File: src/rtl/regfile_pkg.sv
// Shared constants and types for the multi-read-port register file.
package regfile_pkg;

  localparam int unsigned REG_ZERO     = 0;
  localparam int unsigned DEF_NUM_REGS = 32;

  function automatic int unsigned addr_w(input int unsigned num_regs);
    return (num_regs > 1) ? $clog2(num_regs) : 1;
  endfunction

  localparam int unsigned DEF_ADDR_W = addr_w(DEF_NUM_REGS);

  typedef logic [DEF_ADDR_W-1:0] reg_idx_t;

  typedef struct packed {
    logic     en;
    reg_idx_t addr;
  } rd_req_t;

endpackage

File: src/rtl/regfile_scoreboard.sv
// Per-register busy bits; a reservation beats a same-cycle writeback clear.
module regfile_scoreboard
  import regfile_pkg::*;
#(
  parameter int unsigned NUM_REGS = 32,
  parameter int unsigned ADDR_W   = addr_w(NUM_REGS)
) (
  input  logic              clk,
  input  logic              rst_n,
  input  logic              set_en,
  input  logic [ADDR_W-1:0] set_addr,
  input  logic              clr_en,
  input  logic [ADDR_W-1:0] clr_addr,
  output logic [NUM_REGS-1:0] busy,
  output logic [NUM_REGS-1:0] busy_next
);

  logic [NUM_REGS-1:0] busy_q;

  always_comb begin
    busy_next = busy_q;
    if (clr_en) busy_next[clr_addr] = 1'b0;
    if (set_en) busy_next[set_addr] = 1'b1;
    busy_next[REG_ZERO] = 1'b0;
  end

  always_ff @(posedge clk or negedge rst_n) begin
    if (!rst_n) busy_q <= '0;
    else        busy_q <= busy_next;
  end

  assign busy = busy_q;

endmodule

File: src/rtl/regfile_mp.sv
// Parametrised register file: registered write-first reads on NUM_RD ports.
// Busy scoreboard present only when REGFILE_SCOREBOARD_EN is defined.
module regfile_mp
  import regfile_pkg::*;
#(
  parameter int unsigned DATA_W   = 32,
  parameter int unsigned NUM_REGS = 32,
  parameter int unsigned NUM_RD   = 2,
  parameter int unsigned ADDR_W   = addr_w(NUM_REGS)
) (
  input  logic                     clk,
  input  logic                     rst_n,
  input  logic [NUM_RD-1:0]        rd_en,
  input  logic [NUM_RD*ADDR_W-1:0] rd_addr,
  output logic [NUM_RD*DATA_W-1:0] rd_data,
  output logic [NUM_RD-1:0]        rd_busy,
  input  logic                     wr_en,
  input  logic [ADDR_W-1:0]        wr_addr,
  input  logic [DATA_W-1:0]        wr_data,
  input  logic                     rsv_en,
  input  logic [ADDR_W-1:0]        rsv_addr,
  output logic [NUM_REGS-1:0]      busy_vec
);

  localparam logic [ADDR_W-1:0] ZeroIdx = ADDR_W'(REG_ZERO);

  logic [DATA_W-1:0] regs_q [NUM_REGS];
  logic [DATA_W-1:0] rd_data_q [NUM_RD];
  logic              wr_hit;

  assign wr_hit = wr_en && (wr_addr != ZeroIdx);

  always_ff @(posedge clk or negedge rst_n) begin
    if (!rst_n) begin
      for (int i = 0; i < NUM_REGS; i++) regs_q[i] <= '0;
    end else if (wr_hit) begin
      regs_q[wr_addr] <= wr_data;
    end
  end

`ifdef REGFILE_SCOREBOARD_EN
  logic [NUM_REGS-1:0] busy_next;
  logic                rd_busy_q [NUM_RD];

  regfile_scoreboard #(
    .NUM_REGS (NUM_REGS),
    .ADDR_W   (ADDR_W)
  ) u_scoreboard (
    .clk       (clk),
    .rst_n     (rst_n),
    .set_en    (rsv_en),
    .set_addr  (rsv_addr),
    .clr_en    (wr_en),
    .clr_addr  (wr_addr),
    .busy      (busy_vec),
    .busy_next (busy_next)
  );
`else
  logic unused_rsv;
  assign unused_rsv = ^{rsv_en, rsv_addr};
  assign busy_vec   = '0;
  assign rd_busy    = '0;
`endif

  for (genvar k = 0; k < NUM_RD; k++) begin : g_rd
    logic [ADDR_W-1:0] addr;
    logic [DATA_W-1:0] data_d;

    assign addr = rd_addr[k*ADDR_W +: ADDR_W];

    // Write-first: forward this edge's writeback data to a matching read.
    always_comb begin
      data_d = regs_q[addr];
      if (wr_hit && (wr_addr == addr)) data_d = wr_data;
      if (addr == ZeroIdx) data_d = '0;
    end

    always_ff @(posedge clk or negedge rst_n) begin
      if (!rst_n)        rd_data_q[k] <= '0;
      else if (rd_en[k]) rd_data_q[k] <= data_d;
    end

    assign rd_data[k*DATA_W +: DATA_W] = rd_data_q[k];

`ifdef REGFILE_SCOREBOARD_EN
    always_ff @(posedge clk or negedge rst_n) begin
      if (!rst_n)        rd_busy_q[k] <= 1'b0;
      else if (rd_en[k]) rd_busy_q[k] <= busy_next[addr];
    end

    assign rd_busy[k] = rd_busy_q[k];
`endif
  end

endmodule
File: config.mk
export PLATFORM = sky130hd
export DESIGN_NAME = regfile_mp
export DESIGN_NICKNAME = d
export VERILOG_FILES = /design/src/rtl/regfile_pkg.sv /design/src/rtl/regfile_scoreboard.sv /design/src/rtl/regfile_mp.sv
export SDC_FILE = /design/constraint.sdc
export NUM_CORES = 2
export LEC_CHECK = 0
export ABC_AREA = 1
export BUFFER_PORTS_ARGS = -buffer_cell sky130_fd_sc_hd__buf_2
export CAP_MARGIN = 5
export CORE_ASPECT_RATIO = 1.2
export CORE_MARGIN = 2
export CORE_UTILIZATION = 50
export CTS_CLUSTER_SIZE = 8
export DETAILED_ROUTE_END_ITERATION = 8
export PLACE_DENSITY_LB_ADDON = 0.05
export SLEW_MARGIN = 20
export SYNTH_ARGS = -nofsm -noshare
export SYNTH_HDL_FRONTEND = slang
export SYNTH_SLANG_ARGS = --single-unit
export TNS_END_PERCENT = 20
File: constraint.sdc
create_clock -name clk -period 1.65 [get_ports clk]
set_input_delay 0.0825 -clock clk [delete_from_list [all_inputs] [get_ports clk]]
set_output_delay 0.0825 -clock clk [all_outputs]
set_load 0.02 [all_outputs]
==> reports/qor.txt <==
RUN STATUS
----------------------------------------------------------------------------------------
Status                                                                      finished clean

YOSYS
----------------------------------------------------------------------------------------
Post-synthesis sequential area ratio                                               43.7%
Post-synthesis cell type count                                                        23
Warning count from the yosys run                                                       0
Cell count after synthesis                                                          9491
Mapped Avg Cell Area                                                          6.56 sq um
Post-synth design cell area                                                  62300 sq um
Post-synthesis sequential element count                                             1088

POWER AND IR DROP
----------------------------------------------------------------------------------------
Sequential share of power                                                          42.9%
Logic gate share of total power                                                    21.8%
Power density over cell area                                                1100 nW/um^2
Switching power summed over all nets                                            0.0268 W
Cell-internal power                                                             0.0549 W
Static leakage                                                                   37.7 nW
Clock share of power                                                               35.3%
Net switching fraction of the power                                                32.8%
Total Power Consumption                                                         0.0817 W
Worst voltage drop across the vdd grid                                            921 uV

CELLS AND AREA
----------------------------------------------------------------------------------------
Non-filler cells in the finished layout                                            11.3k
Count of fill cells added during filler insertion                                  11.6k
Total number of nets in the final design                                            9694
Share of post-route cells with drive strength above 1                              9.67%
Most common library cell in the layout ignoring fill and taps               sky130_fd_sc_hd__nand2_1
Final design area excluding fillers                                          74000 sq um
Top library cells by usage in the layout, fill and taps aside               sky130_fd_sc_hd__nand2_1 (3818), sky130_fd_sc_hd__nand3_1 (1121), sky130_fd_sc_hd__dfrtp_1 (1084), sky130_fd_sc_hd__o21ai_0 (1077), sky130_fd_sc_hd__inv_1 (848)
Area growth from synthesis to final layout                                         18.7%

DIE
----------------------------------------------------------------------------------------
Cell Rows                                                                            141
Initial core utilization                                                           50.5%
Chip width                                                                        326 um
Die height                                                                        391 um
Number of I/O pins                                                                   156
Total die area                                                              127000 sq um
Placeable core region                                                       123000 sq um

TIMING
----------------------------------------------------------------------------------------
Maximum operating frequency                                                      621 MHz
Transition at the pin with the smallest max-transition slack                    0.711 ns
Min Clock Period, post-route                                                     1.61 ns
Final max-slew violation count                                                         0
Fin Clk Skew                                                                   0.0254 ns
Worst slew margin                                                                  52.4%
Portion of the clock cycle consumed by the worst path in the final layout          97.6%
RSZ-0062 raised after global routing                                               false
Total negative slack for setup checks                                               0 ns
Finish-stage setup viols                                                               0
Final Hold Violating Endpoints                                                         0

WORST SETUP PATH
----------------------------------------------------------------------------------------
Stages on the worst setup path                                                         1
Origin of the critical flop-to-flop path                                     regs_q[792]
Worst reg2reg setup slack                                                        0.15 ns
Arrival @ worst endpoint                                                         1.53 ns
Reg2Reg Depth                                                                         10
Cell-by-cell trace of the critical path                                            buf_2
Count of buffer and inverter cells on the critical path                                1
Stage delay of the slowest cell on the critical path                             0.51 ns
Highest-delay cell along the critical path                                  sky130_fd_sc_hd__dfrtp_1
Critical path capture point type                                            primary output
Reg-to-reg critical path endpoint                                            rd_data[24]
Endpoint required time on the critical path                                      1.57 ns
Largest delay contributor family on the critical path                         flip-flops
Element type at the critical path start                                             flop
Setup Crit Path Kind                                                        flop to primary output
Highest net fanout along the worst path                                                2

DRT
----------------------------------------------------------------------------------------
Met3 layer wire length in the routed design                                     28800 um
Wire length on met1                                                            101000 um
Number of antenna-violating nets in the routed design                                  0
Remaining design rule violation count                                                  0
Number of vias after detailed routing                                              65.2k
Routed wire per std cell                                                         23.1 um
Number of search-and-repair iterations in the first detailed-routing pass              8
Drt via density                                                                     5.77
Top routing layer used                                                              met5
DR iter-0 viols                                                                     8443
Routed Wire Length                                                             261000 um
Routed wl met2                                                                 113000 um

CLOCKING
----------------------------------------------------------------------------------------
Number of levels the H-tree was split into                                             4
CTS tree                                                                           built
Clock tree buffer depth                                                                3
Root Buffer Master                                                          sky130_fd_sc_hd__clkbuf_16
Clk pin slew, worst setup/hold paths                                             0.05 ns
Inserted Clock Buffers                                                               154
Latest clock arrival within the worst-skew pair                                  0.80 ns
Post-CTS setup buffer count                                                            0
CTS sink count                                                                      1088

GLOBAL ROUTE
----------------------------------------------------------------------------------------
Largest net degree at the start of global routing                                     90
Vias in the first global route                                                     61.2k
Sum of overflow across all layers after global routing                                 0
Wire length of the first global-routing pass                                   392000 um
Initial antenna violation count                                                        6
All-layer global routing usage                                                     41.0%

PLACE
----------------------------------------------------------------------------------------
Total cell area at the placement stage                                       69500 sq um
HPWL Detailed                                                                  165000 um
Number of port buffers                                                               115
Routability congestion estimate                                                    0.942
Cell count after placement                                                         11.1k

MIN PATH
----------------------------------------------------------------------------------------
Worst-case hold path end point                                               rd_data[42]
WHS Path Cells                                                                         9
Kind of path behind the tightest hold check                                 input pin to flop
HP Start                                                                      rd_addr[9]

FLOW RUN
----------------------------------------------------------------------------------------
Count of max-cap constraint violations                                                 0

==> routing by layer <==
metal  global-route usage, %  up-vias
met2                    62.1     3862
met1                    53.9    30600
met4                    25.1        6
li1                        -    29800
met5                       0        -
met3                    8.41      895
==> cells by family (layout without fill, tap and decap cells) <==
kind of cell    after synthesis  after routing  share of synthesized area, %
simple gates               5467           5467                          35.3
buf+inv                    1654           1781                          10.4
compound gates             1274           1274                          10.5
flops                      1088           1088                          43.7
xor+xnor                      7              7                        0.0984
other cells                   1             39                       0.00602
==> synthesized netlist by cell type <==
| library cell | number | share of area [%] |
|---|---|---|
| sky130_fd_sc_hd__nand2_1 | 3850 | 23 |
| sky130_fd_sc_hd__nand3_1 | 1121 | 9.0 |
| sky130_fd_sc_hd__dfrtp_1 | 1088 | 44 |
| sky130_fd_sc_hd__o21ai_0 | 1077 | 8.7 |
| sky130_fd_sc_hd__inv_1 | 857 | 5.2 |
| sky130_fd_sc_hd__clkbuf_1 | 546 | 3.3 |
| sky130_fd_sc_hd__nor2_1 | 481 | 2.9 |
| sky130_fd_sc_hd__buf_2 | 136 | 1.1 |
| sky130_fd_sc_hd__buf_1 | 74 | 0.45 |
| sky130_fd_sc_hd__o21ai_1 | 73 | 0.59 |
| sky130_fd_sc_hd__a21oi_1 | 65 | 0.52 |
| sky130_fd_sc_hd__o211ai_1 | 59 | 0.71 |
| sky130_fd_sc_hd__buf_4 | 34 | 0.41 |
| sky130_fd_sc_hd__inv_2 | 7 | 0.042 |
| sky130_fd_sc_hd__nor3_1 | 7 | 0.056 |
| sky130_fd_sc_hd__xnor2_1 | 6 | 0.084 |
| sky130_fd_sc_hd__nand4_1 | 2 | 0.020 |
| sky130_fd_sc_hd__nor4_4 | 2 | 0.068 |
| sky130_fd_sc_hd__or2_2 | 2 | 0.020 |
| sky130_fd_sc_hd__conb_1 | 1 | 0.0060 |
| sky130_fd_sc_hd__nor2_2 | 1 | 0.010 |
| sky130_fd_sc_hd__nor3_2 | 1 | 0.016 |
| sky130_fd_sc_hd__xor2_1 | 1 | 0.014 |
==> power by group through the flow <==
stage,registers [W],logic [W],clock network [W]
finish,0.0351,0.0178,0.0288
global route,0.0356,0.0202,0.0300
CTS,0.0349,0.0176,0.0290
global placement,0.0351,0.0171,0
detailed placement,0.0352,0.0175,0
floorplan,0.0346,0.0112,0
==> area by class of cell <==
class	count	area [sq um]	area share [%]
Multi-Input combinational cell	6782	29000	39.1
Tap cell	1644	2060	2.78
Timing Repair Buffer	746	8380	11.3
Antenna cell	5	12.5	0.0169
Sequential cell	1088	27200	36.8
Inverter	864	3280	4.43
Clock inverter	10	93.8	0.127
Clock buffer	161	3970	5.36
==> worst max-delay path by stage <==
stage                        endpoint  slack (ns)         from
after CTS                 rd_data[33]       0.008  rd_data[33]
final                     rd_data[33]        0.04  rd_data[33]
after detailed placement  rd_data[28]       -0.20   wr_addr[3]
after floorplan           rd_data[49]        0.13   rd_addr[5]
after global placement    rd_data[43]       -0.19   rd_addr[6]
after global routing      rd_data[28]       0.008   wr_addr[4]
==> what timing repair did <==
action	in CTS	in global routing
endpoints found under the setup margin	4	2
hold endpoints to repair	1757	0
resized for setup	4	2
hold buffers	42	0
==> sequential cells by signal, summed over array words and instances (netlist names) <==
signal / count
rd_data: 64
regs_q: 1024
==> per-stage QoR <==
stage / hold slack (ns) / util (%) / worst slack [ns]
floorplan: -0.213 / - / 0.135
global placement: -0.0122 / 56.3 / -0.191
detailed placement: -0.0155 / 56.3 / -0.204
CTS: 0.0218 / 60.0 / 0.00841
global route: 0.130 / 60.0 / 0.00836
finish: 0.0827 / 60.0 / 0.0399
==> worst register-to-register path, cell delays in order, from the launching register on <==
cell and delay [ns]:
sky130_fd_sc_hd__dfrtp_1 0.41, sky130_fd_sc_hd__nand2_1 0.06, sky130_fd_sc_hd__o21ai_0 0.08, sky130_fd_sc_hd__nand2_1 0.06, sky130_fd_sc_hd__nand3_1 0.22, sky130_fd_sc_hd__nand2_1 0.16
sky130_fd_sc_hd__nand3_1 0.08, sky130_fd_sc_hd__nand2_1 0.13, sky130_fd_sc_hd__nand2_1 0.08, sky130_fd_sc_hd__nand2_1 0.08, sky130_fd_sc_hd__nand2_1 0.04
(Power assumes the default switching activity.)
